`src/rtl/vga_pkg.sv`:
```
// Shared timing defaults and helpers for the VGA raster generator.
// Defaults describe 800x600@72 with a 2:1 pixel-clock divide and 2-bit DACs.
package vga_pkg;

  localparam int DEF_H_ACTIVE   = 800;
  localparam int DEF_H_FP       = 56;
  localparam int DEF_H_SYNC     = 120;
  localparam int DEF_H_BP       = 64;
  localparam int DEF_V_ACTIVE   = 600;
  localparam int DEF_V_FP       = 37;
  localparam int DEF_V_SYNC     = 6;
  localparam int DEF_V_BP       = 23;
  localparam int DEF_CLK_DIV    = 2;
  localparam int DEF_COLOR_BITS = 2;

  function automatic int total(input int active, input int fp, input int sync, input int bp);
    return active + fp + sync + bp;
  endfunction

  function automatic int cnt_width(input int n);
    return (n > 1) ? $clog2(n) : 1;
  endfunction

  // Round-to-nearest with saturation; the result sits in the low 'bits' bits.
  function automatic logic [7:0] quantise(input logic [7:0] c, input int bits);
    logic [8:0] sum;
    logic [8:0] q;
    logic [8:0] lim;
    if (bits >= 8) return c;
    sum = {1'b0, c} + (9'd1 << (7 - bits));
    q   = sum >> (8 - bits);
    lim = (9'd1 << bits) - 9'd1;
    return 8'((q > lim) ? lim : q);
  endfunction

endpackage

```
`src/rtl/vga_color_quant.sv`:
```
// Single-channel colour quantiser: 8-bit in, COLOR_BITS out, forced to 0 when
// the raster is outside the visible area.
module vga_color_quant
  import vga_pkg::*;
#(
  parameter int COLOR_BITS = DEF_COLOR_BITS
) (
  input  logic [7:0]            c,
  input  logic                  active,
  output logic [COLOR_BITS-1:0] q
);

  assign q = active ? COLOR_BITS'(quantise(c, COLOR_BITS)) : '0;

endmodule

```
`src/rtl/vga_timing_gen.sv`:
```
// Parametrised VGA raster timing generator with a one-tick output pipeline
// that keeps sync, data-enable and quantised colour mutually aligned.
module vga_timing_gen
  import vga_pkg::*;
#(
  parameter int H_ACTIVE   = DEF_H_ACTIVE,
  parameter int H_FP       = DEF_H_FP,
  parameter int H_SYNC     = DEF_H_SYNC,
  parameter int H_BP       = DEF_H_BP,
  parameter int V_ACTIVE   = DEF_V_ACTIVE,
  parameter int V_FP       = DEF_V_FP,
  parameter int V_SYNC     = DEF_V_SYNC,
  parameter int V_BP       = DEF_V_BP,
  parameter bit HS_POL     = 1'b1,
  parameter bit VS_POL     = 1'b1,
  parameter int CLK_DIV    = DEF_CLK_DIV,
  parameter int COLOR_BITS = DEF_COLOR_BITS,
  localparam int H_TOTAL   = total(H_ACTIVE, H_FP, H_SYNC, H_BP),
  localparam int V_TOTAL   = total(V_ACTIVE, V_FP, V_SYNC, V_BP),
  localparam int HW        = cnt_width(H_TOTAL),
  localparam int VW        = cnt_width(V_TOTAL)
) (
  input  logic                  clk,
  input  logic                  rst_n,
  input  logic                  en,
  input  logic [23:0]           rgb_in,
  output logic [HW-1:0]         h_count,
  output logic [VW-1:0]         v_count,
  output logic                  pix_tick,
  output logic                  line_start,
  output logic                  frame_start,
  output logic                  h_sync,
  output logic                  v_sync,
  output logic                  de,
  output logic [COLOR_BITS-1:0] red_port,
  output logic [COLOR_BITS-1:0] green_port,
  output logic [COLOR_BITS-1:0] blue_port
);

  generate
    if (H_ACTIVE < 1 || H_FP < 1 || H_SYNC < 1 || H_BP < 1 ||
        V_ACTIVE < 1 || V_FP < 1 || V_SYNC < 1 || V_BP < 1 ||
        CLK_DIV < 1 || COLOR_BITS < 1 || COLOR_BITS > 8) begin : g_bad_params
      $error("vga_timing_gen: illegal parameter set");
    end
  endgenerate

  localparam int                DW       = cnt_width(CLK_DIV);
  localparam logic [DW-1:0]     DIV_LAST = DW'(CLK_DIV - 1);
  localparam logic [HW-1:0]     H_LAST   = HW'(H_TOTAL - 1);
  localparam logic [HW-1:0]     H_VIS    = HW'(H_ACTIVE);
  localparam logic [HW-1:0]     HS_START = HW'(H_ACTIVE + H_FP);
  localparam logic [HW-1:0]     HS_END   = HW'(H_ACTIVE + H_FP + H_SYNC);
  localparam logic [VW-1:0]     V_LAST   = VW'(V_TOTAL - 1);
  localparam logic [VW-1:0]     V_VIS    = VW'(V_ACTIVE);
  localparam logic [VW-1:0]     VS_START = VW'(V_ACTIVE + V_FP);
  localparam logic [VW-1:0]     VS_END   = VW'(V_ACTIVE + V_FP + V_SYNC);

  logic [DW-1:0] div_q;
  logic          tick_q;

  // NOTE: sequential state uses non-blocking assignments so every register
  // samples pre-edge values and simulation matches the synthesised flops.
  always_ff @(posedge clk or negedge rst_n) begin
    if (!rst_n) begin
      div_q  <= '0;
      tick_q <= 1'b0;
    end else if (en) begin
      tick_q <= (div_q == DIV_LAST);
      div_q  <= (div_q == DIV_LAST) ? '0 : div_q + DW'(1);
    end
  end

  // Gating with en lets a pending tick survive a pause and fire on resume.
  assign pix_tick = tick_q & en;

  always_ff @(posedge clk or negedge rst_n) begin
    if (!rst_n) begin
      h_count <= '0;
      v_count <= '0;
    end else if (pix_tick) begin
      if (h_count == H_LAST) begin
        h_count <= '0;
        v_count <= (v_count == V_LAST) ? '0 : v_count + VW'(1);
      end else begin
        h_count <= h_count + HW'(1);
      end
    end
  end

  assign line_start  = pix_tick & (h_count == '0);
  assign frame_start = line_start & (v_count == '0);

  logic active;
  logic hs_raw;
  logic vs_raw;

  assign active = (h_count < H_VIS) && (v_count < V_VIS);
  assign hs_raw = (h_count >= HS_START) && (h_count < HS_END);
  assign vs_raw = (v_count >= VS_START) && (v_count < VS_END);

  logic [COLOR_BITS-1:0] q_r;
  logic [COLOR_BITS-1:0] q_g;
  logic [COLOR_BITS-1:0] q_b;

  vga_color_quant #(.COLOR_BITS(COLOR_BITS)) u_quant_r (
    .c(rgb_in[23:16]), .active(active), .q(q_r)
  );
  vga_color_quant #(.COLOR_BITS(COLOR_BITS)) u_quant_g (
    .c(rgb_in[15:8]), .active(active), .q(q_g)
  );
  vga_color_quant #(.COLOR_BITS(COLOR_BITS)) u_quant_b (
    .c(rgb_in[7:0]), .active(active), .q(q_b)
  );

  // One stage, loaded per pixel tick, so sync and colour share the same latency.
  always_ff @(posedge clk or negedge rst_n) begin
    if (!rst_n) begin
      h_sync     <= ~HS_POL;
      v_sync     <= ~VS_POL;
      de         <= 1'b0;
      red_port   <= '0;
      green_port <= '0;
      blue_port  <= '0;
    end else if (!en) begin
      h_sync     <= ~HS_POL;
      v_sync     <= ~VS_POL;
      de         <= 1'b0;
      red_port   <= '0;
      green_port <= '0;
      blue_port  <= '0;
    end else if (pix_tick) begin
      h_sync     <= hs_raw ? HS_POL : ~HS_POL;
      v_sync     <= vs_raw ? VS_POL : ~VS_POL;
      de         <= active;
      red_port   <= q_r;
      green_port <= q_g;
      blue_port  <= q_b;
    end
  end

endmodule

```
`config.mk`:
```
export PLATFORM = sky130hd
export DESIGN_NAME = vga_timing_gen
export DESIGN_NICKNAME = d
export VERILOG_FILES = /design/src/rtl/vga_pkg.sv /design/src/rtl/vga_color_quant.sv /design/src/rtl/vga_timing_gen.sv
export SDC_FILE = /design/constraint.sdc
export NUM_CORES = 1
export LEC_CHECK = 0
export ABC_AREA = 1
export BUFFER_PORTS_ARGS = -buffer_cell sky130_fd_sc_hd__buf_4
export CORE_ASPECT_RATIO = 0.6
export CORE_MARGIN = 2
export CORE_UTILIZATION = 40
export DETAILED_ROUTE_END_ITERATION = 8
export PLACE_DENSITY = 0.71
export SETUP_SLACK_MARGIN = 0.02
export SYNTH_ARGS = -nofsm -noshare
export SYNTH_HDL_FRONTEND = slang
export SYNTH_SLANG_ARGS = --single-unit
```
`constraint.sdc`:
```
create_clock -name clk -period 1.41 [get_ports clk]
set_input_delay 0.0705 -clock clk [delete_from_list [all_inputs] [get_ports clk]]
set_output_delay 0.0705 -clock clk [all_outputs]
set_load 0.05 [all_outputs]
```
==> impl_results.md, run 1 <==
* Outcome: finished with violations
* Failing checks: negative setup slack
* WP data required at 1.34 ns
* LEAKAGE at 0.00144 uW
* Tmin final at 1.63 ns
* Fmax at 615 MHz
* Netlist cell types at 30
* DR vias at 2045
* Worst-path clk slew at 0.07 ns
* Synth Register Bits at 32
* DR WL/cell at 13.2 um
* R2R depth at 9
* CP bufs+invs at 2
* Clock Sinks at 32
* Period Utilization, post-route at 1.15
* Worst Setup SP: h_count[1]
* Largest net degree at the start of global routing at 33
* Area share of the largest cell type after synthesis at 0.402
* Synth Cell Area at 1990 um2
* Detail Route Antenna Nets at 0
* Initial DRC count at 135
* Cell row count at 19
* Max-slew violations at 0
* Die ar. at 5590 um2
* YS warnings at 0
* Worst slew pin tran at 0.424 ns
* Initial antenna violation count at 0
* GRT Util Overall at 0.205
* Critical path class: reg -> out
* Critical Path AT at 1.56 ns
* Core area at 4680 um2
* Drt drc at 0
* Syn_nets at 299
* Pwr per Cell Area at 1190 nW/um2
* Share of cells above drive strength 1 at 0.434
* Post-Syn Area per Cell at 7.58 um2
* Post-Synthesis Cells at 263
* WHS at 0.00936 ns
* Clock Latency Late Sink at 0.29 ns
* Reg-to-Reg Start: h_count[0]
* Relative slew slack at 0.717
* Leading post-synthesis cells by cell area: dfrtp_1 (40%), nand2_1 (11%), inv_1 (7.3%), nand3_1 (6.5%), ha_1 (5.6%)
* Grt total ovfl at 0
* H-tree Lvls at 2
* Max_cap viols at 0
* Slowest-stage cell, CP: dfrtp_2
* Drt pass-1 iters at 4
* Number of global-route vias before repair at 1836
* Final WL at 5410 um
* Clock Skew at 0.00382 ns
* End of the worst register-to-register path: v_count[9]
* CP endpoint kind: primary output
* Startpoint types: flop
* Placer Congestion at 0.913
* Worst IR Drop VDD at 1.44 mV
* Pwr Total at 3520 uW
* First-pass GRT wire length at 8680 um
* Cell taking the most area after synthesis: dfrtp_1
* Multi-input gate area at 1180 um2
* RSZ-0062 raised after global routing: yes
* Crit-path cells: inv_2 > ha_4 > nand4_1 > nor3_4 > buf_6
* Worst setup path endpoint: frame_start
* R2R Setup Slk at -0.12 ns
* Critical Path Fanout Max at 2
* Area growth, synth to finish at 48.4%
* # fillers at 409
* DP Wirelength at 3870 um
* Fin worst setup slack at -0.217 ns
* Clock root buffer: clkbuf_8
* # IOs at 60
* Reg area at 823 um2
* Kind of cell adding the most delay to the critical path: simple AND/OR/NAND/NOR gates
* CTS tree: done
* CP max stage delay at 0.42 ns
* CP Depth at 5
* Setup violators final at 16
* Net count reported at finish at 383
* Core Util, Final at 0.632
* Clk buf depth at 2
* Sequential cell area fraction in the yosys report at 0.402
* Final Hold Fails at 0
* Post-DR vias/cell at 4.98
* Die Y at 58.7 um
* Hold WC Path Type: in -> reg
* IO buf count at 44
* ANT cells at 0
* Starting Density at 0.426
* TritonCTS buffer count at 5
* Die width at 95.2 um
==> metrics by stage <==
stage | instance area, um2 | setup TNS (ns) | std cells | setup WS, ns
2_1_floorplan | 2070 | -1.28 | 263 | -0.227
3_3_place_gp | 2610 | -0.0172 | 388 | -0.0172
3_5_place_dp | 2610 | -0.110 | 388 | -0.0487
4_1_cts | 2860 | -0.534 | 405 | -0.251
5_1_grt | 2960 | -2.78 | 411 | -0.271
6_report | 2960 | -1.37 | 411 | -0.217
==> flip-flops by register name, indices dropped and copies added (netlist names) <==
signal and count:
v_sync 1, v_count 10, h_sync 1, green_port 2, tick_q 1, blue_port 2
red_port 2, h_count 11, div_q 1, de 1
==> how the worst min path moves through the flow <==
stage                     start            to  slack [ns]  cells past startpoint
after floorplan           rst_n  blue_port[0]       -0.23                      0
after global placement    rst_n    h_count[8]        0.04                      1
after detailed placement  rst_n    h_count[8]        0.04                      1
after CTS                    en         div_q       0.004                      2
after global routing         en         div_q        0.01                      2
final                        en         div_q       0.009                      2
==> cell usage after synthesis <==
cell	instances
nor2_1	20
nand4_1	7
o21ai_0	20
clkinv_1	2
nor4_1	1
nand2_4	1
nor3_1	7
nand3b_1	1
o21bai_1	1
ha_1	9
o21ai_2	2
o21ai_1	5
a21oi_1	5
buf_4	1
nor2_2	3
o22ai_1	1
nand3b_4	1
nor2_4	2
nand2_2	2
nand2_1	60
o211ai_1	1
buf_6	2
dfrtp_1	32
nor3b_1	1
nor3_2	1
inv_1	39
a31o_2	3
xor2_1	6
nand3_1	26
inv_2	1
==> layout by cell type (no fill, tap or decap), types with 2 or more instances in the layout <==
cell      count
o21ai_0      14
o21ai_2       3
buf_6         5
nand2_4       2
dfrtp_2      18
inv_2         5
nor3_1        3
xor2_1        5
nand4_1       7
a21oi_1       4
a31o_2        3
ha_4          4
nand2_1      56
nor2_4        6
nor3_2        4
ha_1          5
nand3_2       4
nor2_1       17
nand2_2       5
nand3_1      21
nor2_2        2
dfrtp_1      14
buf_4        73
o21ai_1      10
clkbuf_8      5
clkinv_2      3
inv_1        34
==> repair_timing <==
action,4_1_cts,5_1_grt
endpoints found under the hold margin,32,0
pin swaps,10,8
gates resized for setup,24,16
buffers inserted,8,6
hold buffers,1,0
cloned,0,0
endpoints found under the setup margin,13,26
==> where the power goes <==
| part | internal (uW) | total [uW] | switching, uW |
|---|---|---|---|
| clock | 344 | 726 | 383 |
| sequential | 1090 | 1240 | 149 |
| combinational | 562 | 1550 | 992 |
==> cells by family (layout without fill, tap and decap cells) <==
logic type,Yosys count,in the layout,share of synthesized area
flops,32,32,0.402
buf+inv,45,130,0.0941
xor+xnor,6,6,0.0263
simple gates,133,133,0.314
compound gates,38,38,0.108
fa+ha+maj,9,9,0.0565
==> layout make-up <==
| class | instances | area share |
|---|---|---|
| Clock buffer | 5 | 0.0232 |
| Clock inverter | 3 | 0.00634 |
| Inverter | 42 | 0.0554 |
| Multi-Input combinational cell | 186 | 0.398 |
| Sequential cell | 32 | 0.278 |
| Tap cell | 63 | 0.0266 |
| Timing Repair Buffer | 80 | 0.213 |
==> routing by layer <==
| layer | track usage | vias up | part of all wire |
|---|---|---|---|
| li1 | - | 1023 | - |
| met2 | 0.311 | 61 | 0.43 |
| met3 | 0.0397 | 5 | 0.060 |
| met1 | 0.307 | 956 | 0.50 |
| met5 | 0 | - | 0 |
| met4 | 0.0435 | 0 | 0.0079 |
Note: power is estimated with default switching activity, not from simulation.
==> run 2: changes to the inputs <==
--- a/config.mk
+++ b/config.mk
@@ -11,7 +11,7 @@
 export CORE_MARGIN = 2
 export CORE_UTILIZATION = 40
 export DETAILED_ROUTE_END_ITERATION = 8
-export PLACE_DENSITY = 0.71
+export PLACE_DENSITY = 0.67
 export SETUP_SLACK_MARGIN = 0.02
 export SYNTH_ARGS = -nofsm -noshare
 export SYNTH_HDL_FRONTEND = slang
==> impl_results.md, run 2 (synthesized netlist as in run 1, its figures left out) <==
* # IOs at 60 (unchanged)
* Hold WC Path Type: in -> reg
* Relative slew slack at 0.712 (-0.00491)
* Core Util, Final at 0.643 (+0.0107)
* CP max stage delay at 0.41 ns (about the same)
* Fin worst setup slack at -0.193 ns (+0.0245 ns)
* Die width at 95.2 um (unchanged)
* Critical path class: reg -> out
* Post-DR vias/cell at 4.92 (-1.1%)
* Outcome: finished with violations
* Period Utilization, post-route at 1.14 (-0.0174)
* Biggest regs: h_count x11, v_count x10
* Biggest register: h_count
* TritonCTS buffer count at 5 (unchanged)
* DR vias at 2037 (-0.39%)
* Initial antenna violation count at 0 (unchanged)
* Clock root buffer: clkbuf_8
* Drt pass-1 iters at 4 (unchanged)
* Clock Latency Late Sink at 0.28 ns (about the same)
* IO buf count at 44 (unchanged)
* Post-Place Cell Area at 2630 um2 (+0.58%)
* Crit-path cells: inv_2 > ha_4 > nand3_2 > nor3_2 > nand3_2 > nor3_4 > buf_6
* Post-Route Setup TNS at -1.55 ns (-0.180 ns)
* Commonest cells after routing, fill and taps aside: buf_4 (74), nand2_1 (55), inv_1 (33)
* Worst IR Drop VDD at 1.30 mV (-10%)
* Initial DRC count at 152 (+13%)
* GRT Util Overall at 0.201 (-0.00400)
* Slowest-stage cell, CP: dfrtp_2
* Critical Path Fanout Max at 2 (unchanged)
* Max-slew violations at 0 (unchanged)
* Max_cap viols at 0 (unchanged)
* H-tree Lvls at 2 (unchanged)
* Tmin final at 1.60 ns (-0.0245 ns)
* Clock Sinks at 32 (unchanged)
* Share of cells above drive strength 1 at 0.453 (+0.0191)
* Clk buf depth at 2 (unchanged)
* Critical Path AT at 1.53 ns (-0.03 ns)
* Cell row count at 19 (unchanged)
* CP endpoint kind: primary output
* CTS tree: done
* Core area at 4680 um2 (unchanged)
* Starting Density at 0.426 (unchanged)
* Pwr per Cell Area at 1230 nW/um2 (+3.1%)
* Worst Setup SP: v_count[1]
* Max reg flops at 11 (unchanged)
* DP Wirelength at 3840 um (-0.80%)
* Die Y at 58.7 um (unchanged)
* Die ar. at 5590 um2 (unchanged)
* Worst slew pin tran at 0.432 ns (+0.00736 ns)
* ANT cells at 0 (unchanged)
* Commonest non-fill, non-tap cell in the layout: buf_4
* Worst hold stages at 2 (unchanged)
* Pwr Total at 3690 uW (+4.8%)
* Worst hold endpoint: div_q
* RSZ-0062 raised after global routing: yes
* Drt drc at 0 (unchanged)
* Fmax at 624 MHz (+1.5%)
* Detail Route Antenna Nets at 0 (unchanged)
* First-pass GRT wire length at 8710 um (+0.39%)
* CP bufs+invs at 2 (unchanged)
* Most used cell along the critical path: nand3_2
* Worst-path clk slew at 0.08 ns (about the same)
* R2R depth at 9 (unchanged)
* Final Hold Fails at 0 (unchanged)
* Startpoint types: flop
* Number of global-route vias before repair at 1818 (-0.98%)
* Final instance area at 3010 um2 (+1.7%)
* Area growth, synth to finish at 50.9%
* Final WL at 5460 um (+0.81%)
* Reg-to-Reg Start: h_count[1]
* Placer Congestion at 0.865 (-5.2%)
* HP Start: en
* WP data required at 1.34 ns (about the same)
* Largest net degree at the start of global routing at 33 (unchanged)
* Kind of cell adding the most delay to the critical path: simple AND/OR/NAND/NOR gates
* Net count reported at finish at 386 (+0.78%)
* Grt total ovfl at 0 (unchanged)
* Setup violators final at 17 (+1)
* Placement Setup Slack at -0.0561 ns (-0.00739 ns)
* End of the worst register-to-register path: v_count[1]
* DR WL/cell at 13.2 um (about the same)
* Failing checks: negative setup slack
* R2R Setup Slk at -0.13 ns (about the same)
* Clock Skew at 0.00823 ns (+0.00441 ns)
* LEAKAGE at 0.00144 uW (about the same)
-- run 2: through the flow --
stage,std cells,hold slack [ns]
CTS,407,0.0123
floorplan,263,-0.225
global route,414,0.0171
global placement,390,0.0422
finish,414,0.0198
detailed placement,390,0.0420
-- run 2: how the worst max path moves through the flow --
stage,to,depth (start not counted)
global placement,frame_start,7
CTS,frame_start,7
detailed placement,frame_start,7
finish,frame_start,7
floorplan,frame_start,6
global route,frame_start,7
-- run 2: final cells by class --
class                      instances  area [um2]
clock buffer                       5        68.8
clock inverter                     3        42.5
fill                             419        1670
inverter                          42         164
multi-input combinational        186        1180
sequential                        32         823
tap                               63        78.8
timing repair buffer              82         648
timing repair inverter             1        6.26
-- run 2: routing by layer --
| layer | track usage | part of all wire |
|---|---|---|
| met1 | 0.320 | 0.53 |
| met2 | 0.287 | 0.41 |
| met3 | 0.0410 | 0.054 |
| met4 | 0.0269 | 0.0016 |
| met5 | 0 | 0 |
-- run 2: power breakdown --
part / total, uW / internal, uW / switching, uW
Sequential: 1250 / 1090 / 160
Clock: 893 / 523 / 370
Combinational: 1550 / 563 / 984
Total: 3690 / 2170 / 1510
-- run 2: repair_timing --
| item | 4_1_cts | 5_1_grt |
|---|---|---|
| gates cloned | 0 | 1 |
| endpoints found under the setup margin | 10 | 20 |
| pin swaps | 8 | 6 |
| hold buffers | 1 | 0 |
| endpoints found under the hold margin | 32 | 0 |
| setup buffers | 10 | 8 |
| gates resized for setup | 20 | 30 |
